**config.mk**
```make
export PLATFORM = sky130hd
export DESIGN_NAME = alu_mc
export DESIGN_NICKNAME = d
export VERILOG_FILES = /design/src/rtl/alu_mc.sv
export SDC_FILE = /design/constraint.sdc
export NUM_CORES = 1
export LEC_CHECK = 0
export BUFFER_PORTS_ARGS = -buffer_cell sky130_fd_sc_hd__buf_2
export CAP_MARGIN = 30
export CORE_MARGIN = 2
export CORE_UTILIZATION = 50
export CTS_BUF_LIST = sky130_fd_sc_hd__clkbuf_16
export CTS_CLUSTER_SIZE = 10
export DETAILED_ROUTE_END_ITERATION = 16
export PLACE_DENSITY = 0.72
export SLEW_MARGIN = 25
export SYNTH_ARGS = -nofsm -noshare
export SYNTH_HDL_FRONTEND = slang
export SYNTH_SLANG_ARGS = --single-unit
```
**constraint.sdc**
```tcl
create_clock -name clk -period 1.8 [get_ports clk]
set_input_delay 0.09 -clock clk [delete_from_list [all_inputs] [get_ports clk]]
set_output_delay 0.09 -clock clk [all_outputs]
set_load 0.03 [all_outputs]
```
**src/rtl/alu_mc.sv**
```systemverilog
`default_nettype none
// ============================================================================
// alu_mc : EX-stage ALU with a registered result and valid/ready handshakes.
//          Define ALU_MC_MULDIV_EN to build the iterative mul/mulhu/divu/remu.
// Rev 1.0 : initial release
// ============================================================================
module alu_mc #(
  parameter int XLEN = 32,
  parameter int SHW  = $clog2(XLEN)
) (
  input  logic            clk,
  input  logic            rst_n,
  input  logic            in_valid,
  output logic            in_ready,
  input  logic [3:0]      alu_code,
  input  logic [XLEN-1:0] a,
  input  logic [XLEN-1:0] b,
  output logic            out_valid,
  input  logic            out_ready,
  output logic [XLEN-1:0] result,
  output logic            busy
);

  localparam logic [1:0] IDLE = 2'd0;
  localparam logic [1:0] DONE = 2'd2;

  logic [1:0]      state_q, state_d;
  logic [XLEN-1:0] result_q, result_d;
  logic [XLEN-1:0] w_alu;
  logic [SHW-1:0]  w_shamt;
  logic            w_accept;

  assign w_shamt = b[SHW-1:0];

  always_comb begin
    w_alu = '0;
    case (alu_code)
      4'd0:    w_alu = a + b;
      4'd1:    w_alu = a - b;
      4'd2:    w_alu = b;
      4'd3:    w_alu = a & b;
      4'd4:    w_alu = a ^ b;
      4'd5:    w_alu = a | b;
      4'd6:    w_alu = a << w_shamt;
      4'd7:    w_alu = a >> w_shamt;
      4'd8:    w_alu = $unsigned($signed(a) >>> w_shamt);
      4'd9:    w_alu = {{(XLEN-1){1'b0}}, $signed(a) < $signed(b)};
      4'd10:   w_alu = {{(XLEN-1){1'b0}}, a < b};
      default: w_alu = '0;
    endcase
  end

  assign in_ready  = (state_q == IDLE) | ((state_q == DONE) & out_ready);
  assign w_accept  = in_valid & in_ready;
  assign out_valid = (state_q == DONE);
  assign result    = result_q;

`ifdef ALU_MC_MULDIV_EN
  localparam logic [1:0]     BUSY     = 2'd1;
  localparam logic [SHW-1:0] CNT_LAST = SHW'(XLEN - 1);

  // acc holds {high product, multiplier} for mul and {remainder, quotient} for div
  logic [2*XLEN-1:0] acc_q, acc_d, w_step;
  logic [XLEN-1:0]   divisor_q, divisor_d;
  logic [SHW-1:0]    cnt_q, cnt_d;
  logic              is_div_q, is_div_d;
  logic              sel_hi_q, sel_hi_d;
  logic [XLEN:0]     w_sum, w_diff;
  logic              w_is_iter;

  assign w_is_iter = (alu_code >= 4'd11) && (alu_code <= 4'd14);
  assign w_sum     = {1'b0, acc_q[2*XLEN-1:XLEN]} + {1'b0, divisor_q};
  assign w_diff    = acc_q[2*XLEN-1:XLEN-1] - {1'b0, divisor_q};

  always_comb begin
    w_step = '0;
    if (is_div_q) begin
      w_step = w_diff[XLEN] ? {acc_q[2*XLEN-2:0], 1'b0}
                            : {w_diff[XLEN-1:0], acc_q[XLEN-2:0], 1'b1};
    end else begin
      w_step = acc_q[0] ? {w_sum, acc_q[XLEN-1:1]}
                        : {1'b0, acc_q[2*XLEN-1:1]};
    end
  end

  assign busy = (state_q == BUSY);
`else
  assign busy = 1'b0;
`endif

  always_comb begin
    state_d  = state_q;
    result_d = result_q;
`ifdef ALU_MC_MULDIV_EN
    acc_d     = acc_q;
    divisor_d = divisor_q;
    cnt_d     = cnt_q;
    is_div_d  = is_div_q;
    sel_hi_d  = sel_hi_q;
`endif
    if (w_accept) begin
`ifdef ALU_MC_MULDIV_EN
      if (w_is_iter) begin
        state_d   = BUSY;
        acc_d     = {{XLEN{1'b0}}, a};
        divisor_d = b;
        cnt_d     = '0;
        is_div_d  = (alu_code >= 4'd13);
        sel_hi_d  = (alu_code == 4'd12) || (alu_code == 4'd14);
      end else
`endif
      begin
        state_d  = DONE;
        result_d = w_alu;
      end
    end else if ((state_q == DONE) && out_ready) begin
      state_d = IDLE;
    end
`ifdef ALU_MC_MULDIV_EN
    else if (state_q == BUSY) begin
      acc_d = w_step;
      cnt_d = cnt_q + SHW'(1);
      if (cnt_q == CNT_LAST) begin
        state_d  = DONE;
        result_d = sel_hi_q ? w_step[2*XLEN-1:XLEN] : w_step[XLEN-1:0];
      end
    end
`endif
  end

  always_ff @(posedge clk or negedge rst_n) begin
    if (!rst_n) begin
      state_q  <= IDLE;
      result_q <= '0;
    end else begin
      state_q  <= state_d;
      result_q <= result_d;
    end
  end

`ifdef ALU_MC_MULDIV_EN
  always_ff @(posedge clk or negedge rst_n) begin
    if (!rst_n) begin
      acc_q     <= '0;
      divisor_q <= '0;
      cnt_q     <= '0;
      is_div_q  <= 1'b0;
      sel_hi_q  <= 1'b0;
    end else begin
      acc_q     <= acc_d;
      divisor_q <= divisor_d;
      cnt_q     <= cnt_d;
      is_div_q  <= is_div_d;
      sel_hi_q  <= sel_hi_d;
    end
  end
`endif

endmodule
`default_nettype wire

```
==> out/summary.txt, run 1 <==
STATUS
------------------------------------------------------------------------------------
Stage where the flow stopped ..........................................      5_1_grt
Run Error ............................................................. [ERROR GRT-0232] Routing congestion too high. Check the congestion heatmap in the GUI.
Run status ............................................................ did not finish

SYNTHESIS
------------------------------------------------------------------------------------
Library cells used by synthesis .......................................           87
Yosys warnings ........................................................            0
Post-synthesis sequential area ratio ..................................        8.02%
Number of synthesized flops with an enable pin ........................            0
Gate Count Post-Synth .................................................         1457
Average size of a mapped cell .........................................     7.07 um2
Post-Syn Nets .........................................................         1631
Post-synthesis instance area ..........................................    10300 um2
Share of flip-flops with an asynchronous set or reset after synthesis .         100%
Most common flop cell mapped by yosys .................................      dfrtp_1
Number of flip-flops and latches in the synthesized netlist ...........           33

CLOCK TREE
------------------------------------------------------------------------------------
TritonCTS buffer count ................................................            5
Clock sinks ...........................................................           33
H-tree level count ....................................................            2
Deepest clock path buffer count .......................................            2
Root Driver ...........................................................    clkbuf_16

GLOBAL ROUTE
------------------------------------------------------------------------------------
Total gr overflow .....................................................            9
Combined global-route utilization of all metal layers .................        74.5%
Maximum number of pins on one net before global-route repair ..........           85

TIMING
------------------------------------------------------------------------------------
Last worst endpoint in the global-route repair_timing ................. result[26]$_DFFE_PN0P_/D
Category of the worst endpoint ........................................ register input

PLACED DESIGN
------------------------------------------------------------------------------------
Final GP Congestion ...................................................         1.11
Number of buffers added on ports ......................................          105
Half-perimeter wire length after placement ............................     43400 um
Cell Count Post-Placement .............................................         2270

FLOORPLANNING
------------------------------------------------------------------------------------
Width of the die ......................................................       148 um
Row count .............................................................           52
Top-Level Pins ........................................................          107
Chip height ...........................................................       148 um
Starting utilization of the core area .................................        50.9%

cells by family after synthesis:
logic type | after synthesis | share of synthesized area, %
compound gates | 529 | 35.0
xor+xnor | 10 | 0.851
fa+ha+maj | 102 | 12.5
buf+inv | 209 | 8.55
flops | 33 | 8.02
mux | 118 | 15.0
other cells | 1 | 0.0364
simple gates | 455 | 20.0
what timing repair did:
item                                    4_1_cts
gates cloned                                  2
resized for setup                           279
pin swaps                                   117
hold endpoints to repair                     33
hold buffers                                  1
endpoints found under the setup margin       32
buffers inserted                             59
cells in the mapped netlist (all sizes together), types with 11 or more instances:
master	instances	area (um2)
a221oi	35	313
inv	98	368
buf	53	295
mux2	24	270
mux4	27	608
o21bai	21	158
o21ai	113	569
nor2b	11	68.8
nor3	21	105
nand2b	14	87.6
clkbuf	56	210
nor2	173	649
o221ai	12	105
nand3	31	155
ha	100	1250
a21oi	123	619
a31oi	18	113
a21o	14	106
o211ai	27	203
nand2	137	517
a22oi	20	150
a22o	11	96.3
a211oi	32	245
mux2i	67	671
dfrtp	33	826
o22ai	17	113
stage by stage:
stage	setup WS, ns	hold WS, ns	setup TNS [ns]	cell area, um2
after CTS	-0.567	0.0174	-11.48	16900
after global placement	-1.20	0.194	-28.07	15100
after detailed placement	-1.26	0.216	-29.48	15100
after floorplan	-0.871	-0.206	-14.82	10700
per-layer routing:
layer / GRT usage, % / GRT overflow
met1: 75.6 / 0
met2: 92.4 / 5
met3: 55.5 / 0
met4: 75.7 / 4
met5: 19.1 / 0
==> run 2, diff against run 1 <==
Settings changed: CORE_UTILIZATION 50 to 35, CTS_BUF_LIST sky130_fd_sc_hd__clkbuf_16 to not set, CTS_CLUSTER_SIZE 10 to not set, PLACE_DENSITY 0.72 to not set, PLACE_DENSITY_LB_ADDON set to 0.15.
Clock period 1.8 ns to 2.3 ns, I/O delays scaled along.
==> run 2 against run 1 <==
Synthesized cell count did not move. Area after synthesis did not move. The flow now finishes, with violations (negative setup slack).
==> out/summary.txt, run 2 <==
PLACED DESIGN
--------------------------------------------------------------------------------------
Half-perimeter wire length after placement ..............................     46000 um
Final GP Congestion .....................................................         1.05
Number of buffers added on ports ........................................          105
Pre-CTS setup slack .....................................................    -0.672 ns

SYNTHESIS
--------------------------------------------------------------------------------------
Yosys warnings ..........................................................            0
Most common flop cell mapped by yosys ...................................      dfrtp_1
Yosys top cell area share ...............................................        12.2%
Number of synthesized flops with an enable pin ..........................            0
Post-synthesis sequential area ratio ....................................        8.02%
Share of flip-flops with an asynchronous set or reset after synthesis ...         100%
Top area cells in the synthesized netlist ............................... ha_1 (12%), dfrtp_1 (8.0%), mux2i_1 (6.5%), nor2_1 (6.3%), a21oi_1 (5.9%)
Leading cell type by number of instances after synthesis ................       nor2_1
Average size of a mapped cell ...........................................     7.07 um2
Post-synthesis instance area ............................................    10300 um2
Post-Syn Nets ...........................................................         1631
Leading cell types by count after synthesis ............................. nor2_1 (173), nand2_1 (136), a21oi_1 (122), ha_1 (100), inv_1 (95)
Cell taking the most area after synthesis ...............................         ha_1
Gate Count Post-Synth ...................................................         1457
Number of flip-flops and latches in the synthesized netlist .............           33
Library cells used by synthesis .........................................           87

GLOBAL ROUTE
--------------------------------------------------------------------------------------
Total gr overflow .......................................................            0
Antenna violations before repair ........................................            0
Vias in the first global route ..........................................        13700
Combined global-route utilization of all metal layers ...................        36.5%
Routing usage on met3 ...................................................        4.48%
Global-route wire length before repair ..................................     85000 um
Most heavily used metal layer in global routing .........................         met2
Global-route met2 utilization ...........................................        59.3%
Global-route track usage on met1 ........................................        46.2%
Maximum number of pins on one net before global-route repair ............           85

LAYOUT
--------------------------------------------------------------------------------------
Synth-to-layout area growth .............................................        61.1%
Layout cell share with drive strength beyond 1 ..........................        44.5%
Sequential cell area in the final layout ................................      826 um2
Commonest non-fill, non-tap cells in the layout ......................... buf_4 (493), nor2_1 (161), nand2_1 (136)
Count of filler cells inserted in the layout ............................         2800
Area occupied by multi-input gates ......................................     9740 um2
Antenna cell count ......................................................            0
Layout Nets .............................................................         2168
Leading cell type in the layout, fill and taps excluded .................        buf_4
Flip-flop count of the largest register, all copies and words added .....           32

TIMING
--------------------------------------------------------------------------------------
RSZ-0062 raised after global routing ....................................          yes
Period utilization ......................................................         106%
Post-route worst setup slack ............................................    -0.136 ns
Total of endpoints with negative setup slack in the final report ........            9
Setup TNS ...............................................................    -0.459 ns
Max Clk Rate ............................................................      411 MHz
Worst slew margin relative to its limit .................................        41.0%
Worst Tran Pin Value ....................................................     0.885 ns
Number of hold-slack violations in the final timing report ..............            0
Final period demand of the worst path ...................................      2.44 ns
Clock skew ..............................................................   0.00402 ns
Count of pins over their slew limit .....................................            0

ROUTING
--------------------------------------------------------------------------------------
DR WL/cell ..............................................................      24.5 um
Via density .............................................................         5.99
Total wire length after detailed routing ................................     58200 um
DRC marker count from the first detailed-route iteration ................         1760
Router iterations before antenna repair .................................            6
Number of vias after detailed routing ...................................        14200
Detailed-route DRC error count ..........................................            0
Count of antenna-violating nets left after detailed routing .............            0

CLOCK TREE
--------------------------------------------------------------------------------------
TritonCTS buffer count ..................................................            5
Clock slew at the register clock pins of the worst setup and hold paths .      0.06 ns
CTS tree ................................................................        built
Root Driver .............................................................    clkbuf_16
Clock sinks .............................................................           33
H-tree level count ......................................................            2
Clk Latency, worst-skew pair ............................................      0.29 ns
Deepest clock path buffer count .........................................            2

FLOORPLANNING
--------------------------------------------------------------------------------------
Starting utilization of the core area ...................................        35.7%
Floorplan core area .....................................................    28900 um2
Width of the die ........................................................       176 um
Top-Level Pins ..........................................................          107
Die footprint ...........................................................    30800 um2
Row count ...............................................................           62
Chip height .............................................................       176 um

SETUP PATH
--------------------------------------------------------------------------------------
Worst Path Max Fanout ...................................................            4
Data arrival, critical path .............................................      2.65 ns
Required time worst endpoint ............................................      2.51 ns
Cell at the slowest stage of the critical path ..........................    a2111oi_4
CP Class ................................................................ input pin to register
Cell family contributing the most delay on the critical path ............ compound AO/OA/AOI/OAI gates
Slowest stage delay, CP .................................................      0.49 ns
Critical path buffer and inverter count .................................            2
Critical Path Start Type ................................................    input pin
Type of element capturing the critical path .............................     register
Cell Chain, Critical Path ............................................... buf_8 -> inv_4 -> ha_4 -> fa_2 -> o21bai_4 -> a2111oi_4 -> o31a_4 -> o21ai_4 -> a221oi_4 -> nor2b_2 -> or4_1 -> o31a_1 -> o221ai_2

STATUS
--------------------------------------------------------------------------------------
Run status .............................................................. complete, but fails checks
Violated checks ......................................................... negative setup slack

POWER
--------------------------------------------------------------------------------------
PnR Total Power .........................................................      5.74 mW
Peak supply drop ........................................................   0.000281 V
Power per standard cell area ............................................   346 nW/um2
Standby leakage power ...................................................      7.60 nW

RUN
--------------------------------------------------------------------------------------
Number of violations of the max-capacitance limit .......................            0

HOLD PATH
--------------------------------------------------------------------------------------
Hold WC Path Type ....................................................... input pin to register

-- run 2: cell counts after synthesis --
Identical to the previous run, type by type.
-- run 2: per-layer routing --
metal  wire (um)  vias to the layer above  share of wire [%]
li1            -                     6512                  -
met1       23300                     6783                 40
met2       26400                      773                 45
met3        4290                      179                7.4
met4        4260                        0                7.3
met5           0                        -                  0
-- run 2: stage by stage --
stage	hold WS, ns	area (um2)	std cells	util [%]
after floorplan	-0.181	10600	1457	-
after global placement	0.250	14900	2339	51.7
after detailed placement	0.273	14900	2339	51.7
after CTS	0.0436	15800	2362	54.8
after global routing	0.0586	16600	2379	57.5
final	0.0398	16600	2379	57.5
-- run 2: layout make-up --
type | count | area share, %
clock buffers | 6 | 0.777
clock inverters | 2 | 0.0603
inverters | 100 | 2.62
multi-input cells | 1215 | 58.7
flip-flops and latches | 33 | 4.98
well taps | 384 | 2.90
repair buffers | 639 | 30.0
-- run 2: repair_timing --
action	CTS	global route
endpoints found under the hold margin	33	0
hold buffers	1	0
endpoints found under the setup margin	28	30
resized for setup	138	128
gates cloned	1	2
buffers inserted	14	16
pin swaps	51	57
-- run 2: final timing paths --
check	end	slack (ns)	cells past startpoint	start
hold / removal	state_q[1]$_DFFE_PN0P_	0.04	2	in_valid
setup / recovery	result[28]$_DFFE_PN0P_	-0.14	13	a[0]
min in group asynchronous	result[25]$_DFFE_PN0P_	0.47	2	rst_n
hold reg to reg	result[11]$_DFFE_PN0P_	0.48	2	result[11]$_DFFE_PN0P_
max in group asynchronous	result[7]$_DFFE_PN0P_	1.26	2	rst_n
setup reg to reg	result[9]$_DFFE_PN0P_	0.20	10	state_q[1]$_DFFE_PN0P_
-- run 2: worst register-to-register path, cell delays in order (launching register included) --
cell and delay, ns:
dfrtp_1 0.37, nand2b_1 0.10, nand2_1 0.10, buf_12 0.18, a221oi_1 0.31, o21ai_0 0.17, a21oi_1 0.13, o21ai_0 0.14
a221oi_1 0.27, buf_4 0.18, nor2_1 0.04
-- run 2: power breakdown --
group	leakage, nW	total (mW)	internal [mW]	switching, mW
registers	0.429	0.731	0.666	0.0650
logic	7.10	4.31	1.94	2.38
clock network	0.0706	0.701	0.399	0.302
total	7.60	5.74	3.00	2.74
-- run 2: logic make-up (layout without fill, tap and decap cells) --
group | count (synthesis) | in the layout | share of synthesized area, %
flip-flops | 33 | 33 | 8.02
other | 1 | 1 | 0.0364
multiplexers | 118 | 118 | 15.0
XOR/XNOR | 10 | 10 | 0.851
AO/OA/AOI/OAI | 529 | 529 | 35.0
buffers and inverters | 209 | 747 | 8.55
adder cells (fa/ha/maj) | 102 | 102 | 12.5
AND/OR/NAND/NOR | 455 | 455 | 20.0
No activity file was read; power rests on OpenSTA's default activity.
